`src/rtl/load_store_unit_if.sv`:
```
// Bundle of execute-stage, memory-port and writeback/fault signals around the load/store unit.
// The unit itself uses the slave view; whatever surrounds it uses the master view.
interface load_store_unit_if;
    logic        ex_valid;
    logic        ex_ready;
    logic        ex_is_store;
    logic [2:0]  ex_funct3;
    logic [31:0] ex_addr;
    logic [31:0] ex_wdata;
    logic [4:0]  ex_rd;

    logic        mem_req;
    logic [31:0] mem_addr;
    logic [3:0]  mem_we;
    logic [31:0] mem_din;
    logic [31:0] mem_dout;
    logic        mem_done;

    logic        wb_valid;
    logic [4:0]  wb_rd;
    logic [31:0] wb_data;
    logic        fault;
    logic [2:0]  fault_cause;
    logic [31:0] fault_addr;

    modport slave (
        input  ex_valid, ex_is_store, ex_funct3, ex_addr, ex_wdata, ex_rd,
        input  mem_dout, mem_done,
        output ex_ready,
        output mem_req, mem_addr, mem_we, mem_din,
        output wb_valid, wb_rd, wb_data, fault, fault_cause, fault_addr
    );

    modport master (
        output ex_valid, ex_is_store, ex_funct3, ex_addr, ex_wdata, ex_rd,
        output mem_dout, mem_done,
        input  ex_ready,
        input  mem_req, mem_addr, mem_we, mem_din,
        input  wb_valid, wb_rd, wb_data, fault, fault_cause, fault_addr
    );
endinterface

```
`src/rtl/load_store_unit.sv`:
```
// Port-B load/store front end: one RISC-V load or store per transaction, with
// lane shifting, load extension, fault classification and a request timeout.
//
// state | meaning
// IDLE  | ex_ready high, waiting for an op
// REQ   | mem_req held with stable address/enables/data until mem_done or timeout
// RESP  | one-cycle wb_valid pulse with extended load data or store acknowledge
// FAULT | one-cycle fault pulse, no memory request was issued
module load_store_unit #(
    parameter logic [31:0] ROM_UPPER_ADDR = 32'h7fff_ffff,
    parameter int          TIMEOUT_CYCLES = 255
) (
    input logic         clk,
    input logic         rst,
    load_store_unit_if.slave bus
);
    typedef enum logic [1:0] {IDLE, REQ, RESP, FAULT} state_t;

    localparam logic [7:0] LAST_COUNT = 8'(TIMEOUT_CYCLES - 1);

    state_t      state;
    logic [31:0] addrQ;
    logic [2:0]  funct3Q;
    logic        isStoreQ;
    logic [4:0]  rdQ;
    logic [7:0]  reqCount;

    logic        illegalOp;
    logic        misaligned;
    logic [2:0]  acceptCause;
    logic [3:0]  storeMask;
    logic [31:0] storeData;
    logic [7:0]  loadByte;
    logic [15:0] loadHalf;
    logic [31:0] loadData;

    // Classification and lane shaping of the op being offered; only ever registered.
    always_comb begin
        if (bus.ex_is_store)
            illegalOp = (bus.ex_funct3 == 3'b011) || bus.ex_funct3[2];
        else
            illegalOp = (bus.ex_funct3 == 3'b011) || (bus.ex_funct3 == 3'b110) ||
                        (bus.ex_funct3 == 3'b111);

        case (bus.ex_funct3[1:0])
            2'b01:   misaligned = bus.ex_addr[0];
            2'b10:   misaligned = (bus.ex_addr[1:0] != 2'b00);
            default: misaligned = 1'b0;
        endcase

        acceptCause = 3'b000;
        if (illegalOp)
            acceptCause = 3'b100;
        else if (misaligned)
            acceptCause = bus.ex_is_store ? 3'b010 : 3'b001;
        else if (bus.ex_is_store && (bus.ex_addr <= ROM_UPPER_ADDR))
            acceptCause = 3'b011;

        case (bus.ex_funct3[1:0])
            2'b00: begin
                storeMask = 4'b0001 << bus.ex_addr[1:0];
                storeData = {4{bus.ex_wdata[7:0]}};
            end
            2'b01: begin
                storeMask = 4'b0011 << bus.ex_addr[1:0];
                storeData = {2{bus.ex_wdata[15:0]}};
            end
            default: begin
                storeMask = 4'b1111;
                storeData = bus.ex_wdata;
            end
        endcase
    end

    always_comb begin
        case (addrQ[1:0])
            2'b00:   loadByte = bus.mem_dout[7:0];
            2'b01:   loadByte = bus.mem_dout[15:8];
            2'b10:   loadByte = bus.mem_dout[23:16];
            default: loadByte = bus.mem_dout[31:24];
        endcase
        loadHalf = addrQ[1] ? bus.mem_dout[31:16] : bus.mem_dout[15:0];

        case (funct3Q)
            3'b000:  loadData = {{24{loadByte[7]}}, loadByte};
            3'b001:  loadData = {{16{loadHalf[15]}}, loadHalf};
            3'b100:  loadData = {24'h000000, loadByte};
            3'b101:  loadData = {16'h0000, loadHalf};
            default: loadData = bus.mem_dout;
        endcase
    end

    always_ff @(posedge clk) begin
        if (rst) begin
            state           <= IDLE;
            addrQ           <= '0;
            funct3Q         <= '0;
            isStoreQ        <= 1'b0;
            rdQ             <= '0;
            reqCount        <= '0;
            bus.ex_ready    <= 1'b1;
            bus.mem_req     <= 1'b0;
            bus.mem_addr    <= '0;
            bus.mem_we      <= '0;
            bus.mem_din     <= '0;
            bus.wb_valid    <= 1'b0;
            bus.wb_rd       <= '0;
            bus.wb_data     <= '0;
            bus.fault       <= 1'b0;
            bus.fault_cause <= '0;
            bus.fault_addr  <= '0;
        end else begin
            case (state)
                IDLE: begin
                    if (bus.ex_valid) begin
                        addrQ        <= bus.ex_addr;
                        funct3Q      <= bus.ex_funct3;
                        isStoreQ     <= bus.ex_is_store;
                        rdQ          <= bus.ex_rd;
                        reqCount     <= '0;
                        bus.ex_ready <= 1'b0;
                        if (acceptCause != 3'b000) begin
                            state           <= FAULT;
                            bus.fault       <= 1'b1;
                            bus.fault_cause <= acceptCause;
                            bus.fault_addr  <= bus.ex_addr;
                        end else begin
                            state        <= REQ;
                            bus.mem_req  <= 1'b1;
                            bus.mem_addr <= {bus.ex_addr[31:2], 2'b00};
                            bus.mem_we   <= bus.ex_is_store ? storeMask : 4'b0000;
                            bus.mem_din  <= bus.ex_is_store ? storeData : 32'h0;
                        end
                    end
                end
                REQ: begin
                    if (bus.mem_done) begin
                        state        <= RESP;
                        bus.mem_req  <= 1'b0;
                        bus.mem_we   <= 4'b0000;
                        bus.wb_valid <= 1'b1;
                        bus.wb_rd    <= isStoreQ ? 5'd0 : rdQ;
                        bus.wb_data  <= isStoreQ ? 32'h0 : loadData;
                    end else if (reqCount == LAST_COUNT) begin
                        state           <= FAULT;
                        bus.mem_req     <= 1'b0;
                        bus.mem_we      <= 4'b0000;
                        bus.fault       <= 1'b1;
                        bus.fault_cause <= 3'b101;
                        bus.fault_addr  <= addrQ;
                    end else begin
                        reqCount <= reqCount + 8'd1;
                    end
                end
                RESP: begin
                    state        <= IDLE;
                    bus.wb_valid <= 1'b0;
                    bus.ex_ready <= 1'b1;
                end
                default: begin
                    state        <= IDLE;
                    bus.fault    <= 1'b0;
                    bus.ex_ready <= 1'b1;
                end
            endcase
        end
    end
endmodule

```
`src/flat_wrapper.sv`:
```
// flat-port wrapper written by rule: the top's interface ports become plain ports
module load_store_unit_flat 
#(
    parameter logic [31:0] ROM_UPPER_ADDR = 32'h7fff_ffff,
    parameter int          TIMEOUT_CYCLES = 255
)
  (clk, rst, bus_ex_valid, bus_ex_is_store, bus_ex_funct3, bus_ex_addr, bus_ex_wdata, bus_ex_rd, bus_mem_dout, bus_mem_done, bus_ex_ready, bus_mem_req, bus_mem_addr, bus_mem_we, bus_mem_din, bus_wb_valid, bus_wb_rd, bus_wb_data, bus_fault, bus_fault_cause, bus_fault_addr);
  load_store_unit_if bus_i ();
  input logic clk;
  input logic rst;
  input wire logic [$bits(bus_i.ex_valid)-1:0] bus_ex_valid;
  input wire logic [$bits(bus_i.ex_is_store)-1:0] bus_ex_is_store;
  input wire logic [$bits(bus_i.ex_funct3)-1:0] bus_ex_funct3;
  input wire logic [$bits(bus_i.ex_addr)-1:0] bus_ex_addr;
  input wire logic [$bits(bus_i.ex_wdata)-1:0] bus_ex_wdata;
  input wire logic [$bits(bus_i.ex_rd)-1:0] bus_ex_rd;
  input wire logic [$bits(bus_i.mem_dout)-1:0] bus_mem_dout;
  input wire logic [$bits(bus_i.mem_done)-1:0] bus_mem_done;
  output wire logic [$bits(bus_i.ex_ready)-1:0] bus_ex_ready;
  output wire logic [$bits(bus_i.mem_req)-1:0] bus_mem_req;
  output wire logic [$bits(bus_i.mem_addr)-1:0] bus_mem_addr;
  output wire logic [$bits(bus_i.mem_we)-1:0] bus_mem_we;
  output wire logic [$bits(bus_i.mem_din)-1:0] bus_mem_din;
  output wire logic [$bits(bus_i.wb_valid)-1:0] bus_wb_valid;
  output wire logic [$bits(bus_i.wb_rd)-1:0] bus_wb_rd;
  output wire logic [$bits(bus_i.wb_data)-1:0] bus_wb_data;
  output wire logic [$bits(bus_i.fault)-1:0] bus_fault;
  output wire logic [$bits(bus_i.fault_cause)-1:0] bus_fault_cause;
  output wire logic [$bits(bus_i.fault_addr)-1:0] bus_fault_addr;
  assign bus_i.ex_valid = bus_ex_valid;
  assign bus_i.ex_is_store = bus_ex_is_store;
  assign bus_i.ex_funct3 = bus_ex_funct3;
  assign bus_i.ex_addr = bus_ex_addr;
  assign bus_i.ex_wdata = bus_ex_wdata;
  assign bus_i.ex_rd = bus_ex_rd;
  assign bus_i.mem_dout = bus_mem_dout;
  assign bus_i.mem_done = bus_mem_done;
  assign bus_ex_ready = bus_i.ex_ready;
  assign bus_mem_req = bus_i.mem_req;
  assign bus_mem_addr = bus_i.mem_addr;
  assign bus_mem_we = bus_i.mem_we;
  assign bus_mem_din = bus_i.mem_din;
  assign bus_wb_valid = bus_i.wb_valid;
  assign bus_wb_rd = bus_i.wb_rd;
  assign bus_wb_data = bus_i.wb_data;
  assign bus_fault = bus_i.fault;
  assign bus_fault_cause = bus_i.fault_cause;
  assign bus_fault_addr = bus_i.fault_addr;
  load_store_unit #(.ROM_UPPER_ADDR(ROM_UPPER_ADDR), .TIMEOUT_CYCLES(TIMEOUT_CYCLES)) u_core (.clk(clk), .rst(rst), .bus(bus_i));
endmodule
```
`config.mk`:
```
export PLATFORM = sky130hd
export DESIGN_NAME = load_store_unit_flat
export DESIGN_NICKNAME = d
export VERILOG_FILES = /design/src/rtl/load_store_unit_if.sv /design/src/rtl/load_store_unit.sv /design/src/flat_wrapper.sv
export SDC_FILE = /design/constraint.sdc
export NUM_CORES = 1
export LEC_CHECK = 0
export ABC_CLOCK_PERIOD_IN_PS = 4400
export CAP_MARGIN = 20
export CORE_MARGIN = 8
export CORE_UTILIZATION = 51
export DETAILED_ROUTE_END_ITERATION = 12
export GPL_ROUTABILITY_DRIVEN = 1
export GPL_TIMING_DRIVEN = 1
export PLACE_DENSITY = 0.86
export SYNTH_ARGS = -nofsm -noshare
export SYNTH_HDL_FRONTEND = slang
export SYNTH_SLANG_ARGS = --single-unit
```
`constraint.sdc`:
```
create_clock -name clk -period 4.4 [get_ports clk]
set_input_delay 0.44 -clock clk [delete_from_list [all_inputs] [get_ports clk]]
set_output_delay 0.44 -clock clk [all_outputs]
set_load 0.01 [all_outputs]
```
==> results.ini, run 1 <==
[outcome]
status=finished clean

[placed_design]
gp_routability_congestion=0.858
portBuffers=250
dp_hpwl_um=17900

[finish]
syn_to_final_growth_pct=37.7
diodes=0
final-seq-area_mm2=0.00386
nFillCells=1229
fin_nets=1300
multi_input_area_mm2=0.00409
fin_util_pct=72.0
drive_above_1_share_pct=6.10

[sta]
slew_headroom_pct=27.8
fin_crit_ns=3.00
finalSetupViolCount=0
fin_crit_sh_pct=68.2
skew_ns=0.00824
finalSetupTns_ns=0
maxSlewViolCount=0
clock.fmax_mhz=333
worst_pin_slew_ns=1.08
rsz0062_at_grt=no
finalHoldViolations=0

[floorplanning]
coreArea_mm2=0.0159
num_rows=46
initial_core_util_pct=52.3
die_h_um=144
dieArea_mm2=0.0206
die_width_um=144
io_pins=253

[cts]
cts_tree=done
holdBufCountCts=0
cts_buffers=17
path_clk_slew_ns=0.07
cts_sinks=193
postCtsSetupRepairBufs=0
clk_path_buf_depth=2
ctsRootBufferMaster=clkbuf_16
cts_resized=0
clock_latency_ns=0.43
h-tree-depth=4

[grt]
grt_pass1_wl_um=40600
grt_util_met3_pct=7.33
grt_antenna_before_repair=0
grt_use_met1_pct=28.7
grt_start_max_net_pins=104
grt_pass1_vias=7750
grt_busiest_layer=met2
grt_usage_pct=24.6
grt_overflow=0
met2_usage_pct=40.9

[drt]
drc=0
wl_per_cell_um=18.3
viasPerCell=5.67
vias=8015
drt-pass1-iter-count=5
route.antenna.remaining_nets=0
wl_um=25900
first_iter_violations=670

[worst_setup_path]
path_max_fanout=38
worstPathBufferInverterCount=3
cp_top_family=simple AND/OR/NAND/NOR gates
critPathLaunchType=input pin
path_cells=clkdlybuf4s50_1 > inv_1 > ha_1 > o211a_1 > nor2_1 > nand3_2 > buf_12 > nand2_1 > a21oi_1
path_class=input pin to register
slowest_stage=nand3_2
slowest_delay_ns=0.57
crit_path_end_kind=register
critPathRequiredTime_ns=4.67
critPathArrivalTime_ns=3.27

[synth]
async_flop_share_pct=0
syn-mean-instance-area_um2=8.40
syn_inst=989
syn_area_mm2=0.00831
yosysUniqueCellTypes=50
synth_edf_count=0
synth_seq_area_share_pct=46.5
yosysWarnings=0
ys.flop_type=dfxtp_1
ys_ff_latch=193

[job]
maxCapViolCount=0

[power_and_ir_drop]
ir_drop_v=0.000266
powerDensity_mw_per_mm2=371
power.leakage_nw=4.15

[hold_path]
hp-class=register to register

sequential cells by signal (all words and copies together), names as in the netlist:
register	flops
u_core.addrQ	32
u_core.bus.ex_ready	1
u_core.bus.fault	1
u_core.bus.fault_addr	32
u_core.bus.fault_cause	3
u_core.bus.mem_addr	30
u_core.bus.mem_din	32
u_core.bus.mem_req	1
u_core.bus.mem_we	4
u_core.bus.wb_data	32
u_core.bus.wb_rd	5
u_core.bus.wb_valid	1
u_core.funct3Q	3
u_core.isStoreQ	1
u_core.rdQ	5
u_core.reqCount	8
u_core.state	2
where the power goes:
part | switching, mW | leakage (nW) | internal, mW
sequential | 0.0735 | 1.57 | 1.86
combinational | 0.437 | 2.32 | 0.391
clock | 0.695 | 0.262 | 0.787
final cells by class:
type	count	share of cell area, %
multi-input cells	703	35.8
flip-flops and latches	193	33.8
repair buffers	263	23.0
clock buffers	17	3.72
well taps	216	2.36
clock inverters	14	1.18
inverters	7	0.230
path summary, 6_finish.rpt:
check | start | to | slack, ns | cells after the start
max reg2reg | u_core.state[0] | u_core.bus.wb_data[27] | 1.61 | 6
min reg2reg | u_core.bus.wb_data[2] | u_core.bus.wb_data[2] | 0.45 | 2
min | u_core.bus.wb_data[2] | u_core.bus.wb_data[2] | 0.45 | 2
max | bus_ex_funct3[1] | u_core.bus.mem_din[10] | 1.40 | 9
cell usage after synthesis (7+ instances only):
library cell,instances,area (um2)
a32o_1,8,80.1
buf_2,24,120
mux2i_1,35,350
clkbuf_1,55,206
a22o_1,20,175
a22oi_1,8,60.1
o21ai_0,9,45.0
a311oi_1,32,280
nor3_1,42,210
mux2_2,16,180
nand3_1,23,115
nand2_1,223,837
a21oi_1,126,631
inv_1,7,26.3
dfxtp_1,193,3860
a31oi_1,8,50.1
o211ai_1,16,120
a21boi_0,9,67.6
nand2b_1,34,213
nor2_1,29,109
o221ai_1,7,61.3
tightest hold or removal path: stages (launching register included):
cell,delay (ns)
dfxtp_1,0.31
nand2_1,0.05
a21oi_1,0.05
metrics by stage:
step | std cells | setup slack, ns | hold slack (ns) | total power [mW] | instance area [um2]
final | 1413 | 1.40 | 0.452 | 4.24 | 11400
after global routing | 1413 | 1.22 | 0.469 | 4.42 | 11400
after CTS | 1411 | 1.44 | 0.452 | 4.26 | 11400
after detailed placement | 1380 | 0.980 | 0.443 | 2.79 | 10800
after global placement | 1380 | 1.05 | 0.431 | 2.77 | 10800
after floorplan | 990 | 2.40 | 0.432 | 2.39 | 8310
per-layer routing:
layer | share of wire [%] | wire length, um
met1 | 40 | 10300
met2 | 49 | 12600
met3 | 8.7 | 2240
met4 | 3.1 | 799
met5 | 0 | 0
cell families (layout without fill, tap and decap cells):
kind of cell               count (synthesis)  count (layout)  synth area share (%)
AOI/OAI and AO/OA                        260             260                  20.5
muxes                                     51              51                  6.38
adders and majority gates                  6               6                 0.903
DFF                                      193             193                  46.5
and+or+nand+nor                          378             378                  20.3
other                                      1               2                0.0451
buffers and inverters                     94             301                  4.74
xor gates and xnor gates                   6               6                 0.632
cells in the final DEF, fill, tap and decap left out, types with 17 or more instances in the layout:
cell | synthesis | layout
clkdlybuf4s50_1 | 0 | 249
a311oi_1 | 32 | 32
nand2b_1 | 34 | 33
nand2_1 | 223 | 223
nor3_1 | 42 | 42
clkbuf_16 | 0 | 17
nand3_1 | 23 | 22
a21oi_1 | 126 | 124
dfxtp_1 | 193 | 193
a22o_1 | 20 | 20
mux2i_1 | 35 | 35
nor2_1 | 29 | 29
(Power assumes the default switching activity.)
==> run 2, diff against run 1 <==
--- a/config.mk
+++ b/config.mk
@@ -5,14 +5,14 @@
 export SDC_FILE = /design/constraint.sdc
 export NUM_CORES = 1
 export LEC_CHECK = 0
-export ABC_CLOCK_PERIOD_IN_PS = 4400
+export ABC_CLOCK_PERIOD_IN_PS = 2900
 export CAP_MARGIN = 20
 export CORE_MARGIN = 8
-export CORE_UTILIZATION = 51
+export CORE_UTILIZATION = 47
 export DETAILED_ROUTE_END_ITERATION = 12
 export GPL_ROUTABILITY_DRIVEN = 1
 export GPL_TIMING_DRIVEN = 1
-export PLACE_DENSITY = 0.86
+export PLACE_DENSITY = 0.8
 export SYNTH_ARGS = -nofsm -noshare
 export SYNTH_HDL_FRONTEND = slang
 export SYNTH_SLANG_ARGS = --single-unit
==> constraint.sdc (replaced) <==
create_clock -name clk -period 2.9 [get_ports clk]
set_input_delay 0.29 -clock clk [delete_from_list [all_inputs] [get_ports clk]]
set_output_delay 0.29 -clock clk [all_outputs]
set_load 0.01 [all_outputs]
==> run 2 against run 1 <==
Worst setup slack worse by 0.73 ns. Final cell count grew 1.6%. Hold slack worse by 0.15 ns.
==> results.ini, run 2 (same netlist as run 1, synthesis figures left out) <==
[cts]
clk_path_buf_depth=2  ; unchanged
cts_tree=done
clock_latency_ns=0.44  ; about the same
cts_buffers=17  ; unchanged
postCtsSetupRepairBufs=0  ; unchanged
h-tree-depth=4  ; unchanged
holdBufCountCts=0  ; unchanged
cts_resized=0  ; unchanged
cts_sinks=193  ; unchanged
ctsRootBufferMaster=clkbuf_16
path_clk_slew_ns=0.07  ; about the same

[sta]
skew_ns=0.00980  ; +0.00156 ns
rsz0062_at_grt=no
finalSetupViolCount=0  ; unchanged
finalHoldViolations=0  ; unchanged
clock.fmax_mhz=449
worst_pin_slew_ns=1.11  ; +0.0273 ns
maxSlewViolCount=0  ; unchanged
worst_slack_ns=0.673  ; -0.726 ns
slew_headroom_pct=26.0  ; -1.8 points
fin_crit_sh_pct=76.8
fin_crit_ns=2.23
hold_slack_ns=0.298  ; -0.154 ns
finalSetupTns_ns=0  ; unchanged

[floorplanning]
num_rows=48  ; +4.3%
coreArea_mm2=0.0173  ; +8.9%
die_width_um=149  ; +3.7%
dieArea_mm2=0.0222  ; +7.6%
die_h_um=149  ; +3.7%
io_pins=253  ; unchanged
initial_core_util_pct=48.0  ; -4.3 points

[grt]
grt_pass1_wl_um=41600  ; +2.4%
grt_overflow=0  ; unchanged
grt_pass1_vias=7658  ; -1.2%
grt_usage_pct=23.2  ; -1.4 points
grt_start_max_net_pins=67  ; -36%
grt_antenna_before_repair=1  ; +1

[job]
maxCapViolCount=0  ; unchanged

[worst_setup_path]
worstPathBufferInverterCount=3  ; unchanged
ff2ff_path_depth=4  ; -2
slowest_delay_ns=0.53  ; -0.04 ns
cp_top_family=buffers and inverters
slowest_stage=clkdlybuf4s50_1
rr_endpoint=u_core.bus.wb_data[16]
path_class=input pin to register
path_max_fanout=54  ; +42%
r2r_start=u_core.state[1]
crit_path_end_kind=register
r2r_setup_slack_ns=0.76  ; -0.85 ns
critPathRequiredTime_ns=3.26  ; -1.41 ns
critPathArrivalTime_ns=2.59  ; -0.68 ns
critPathLaunchType=input pin
path_cells=clkdlybuf4s50_1 > inv_1 > ha_1 > and3_1 > or2_1 > nor3_4 > buf_12 > o211ai_1 > a21oi_1

[placed_design]
pre_cts_ws_ns=0.252  ; -0.727 ns
gp_routability_congestion=0.840  ; -2.1%
dp_hpwl_um=18400  ; +2.6%
portBuffers=250  ; unchanged

[hold_path]
min_from=rst
hold_depth=2  ; unchanged
hp-class=input pin to register
min_to=u_core.state[0]

[drt]
drc=0  ; unchanged
drt-pass1-iter-count=5  ; unchanged
vias=8047  ; +0.40%
viasPerCell=5.60  ; -1.2%
route.antenna.remaining_nets=0  ; unchanged
first_iter_violations=572  ; -15%
wl_um=26500  ; +2.2%
wl_per_cell_um=18.5  ; +0.61%

[finish]
diodes=0  ; unchanged
drive_above_1_share_pct=7.10  ; +1.0 points
fin_nets=1315  ; +1.2%
syn_to_final_growth_pct=39.7
layout_commonest_cell=clkdlybuf4s50_1
final_cell_mix=249 x clkdlybuf4s50_1, 223 x nand2_1, 193 x dfxtp_1, 124 x a21oi_1, 42 x nor3_1

[power_and_ir_drop]
powerDensity_mw_per_mm2=566  ; +53%
ir_drop_v=0.000443  ; +66%
totalPowerFinal_mw=6.57  ; +55%
power.leakage_nw=4.25  ; +2.2%

[outcome]
status=finished clean

[run 2: changes by cell type in the layout (fill, tap and decap cells not counted), sizes merged]
cell,change
clkbuf,+3
buf,+15
bufinv,+1
clkinv,-3
clkinvlp,-2
[run 2: worst max-delay path by stage]
stage / startpoint / to / cells after the start
final: bus_ex_funct3[0] / u_core.bus.mem_din[13] / 9
after global routing: bus_ex_funct3[0] / u_core.bus.fault_addr[14] / 9
after CTS: bus_ex_funct3[0] / u_core.bus.mem_din[17] / 9
after detailed placement: bus_ex_funct3[0] / u_core.bus.mem_din[13] / 9
after global placement: bus_ex_funct3[0] / u_core.bus.mem_din[11] / 9
after floorplan: bus_ex_funct3[0] / u_core.bus.mem_din[14] / 9
[run 2: per-stage QoR]
step                area (um2)  cells  util [%]
global route             11600   1436      67.1
detailed placement       11000   1406      63.7
CTS                      11600   1436      67.1
global placement         11000   1406      63.7
finish                   11600   1436      67.1
floorplan                 8310    990         -
[run 2: area by class of cell]
| class | count | area, um2 |
|---|---|---|
| Clock buffer | 20 | 457 |
| Clock inverter | 10 | 126 |
| Fill cell | 1441 | 5690 |
| Inverter | 7 | 26.3 |
| Multi-Input combinational cell | 703 | 4090 |
| Sequential cell | 193 | 3860 |
| Tap cell | 225 | 282 |
| Timing Repair Buffer | 278 | 2760 |
[run 2: report_power, final]
part	internal (mW)	leakage, nW	switching (mW)	total [mW]
clock network	1.32	0.276	1.04	2.36
logic	0.616	2.40	0.675	1.29
registers	2.82	1.57	0.108	2.93
total	4.75	4.25	1.82	6.57
[run 2: metal layers]
| metal | vias up | GRT usage [%] | wire [um] | part of all wire (%) |
|---|---|---|---|---|
| li1 | 3896 | - | - | - |
| met1 | 3784 | 28.2 | 10900 | 41 |
| met2 | 306 | 36.9 | 12300 | 47 |
| met3 | 59 | 7.37 | 2370 | 9.0 |
| met4 | 2 | 10.2 | 877 | 3.3 |
| met5 | - | 0 | 13 | 0.049 |
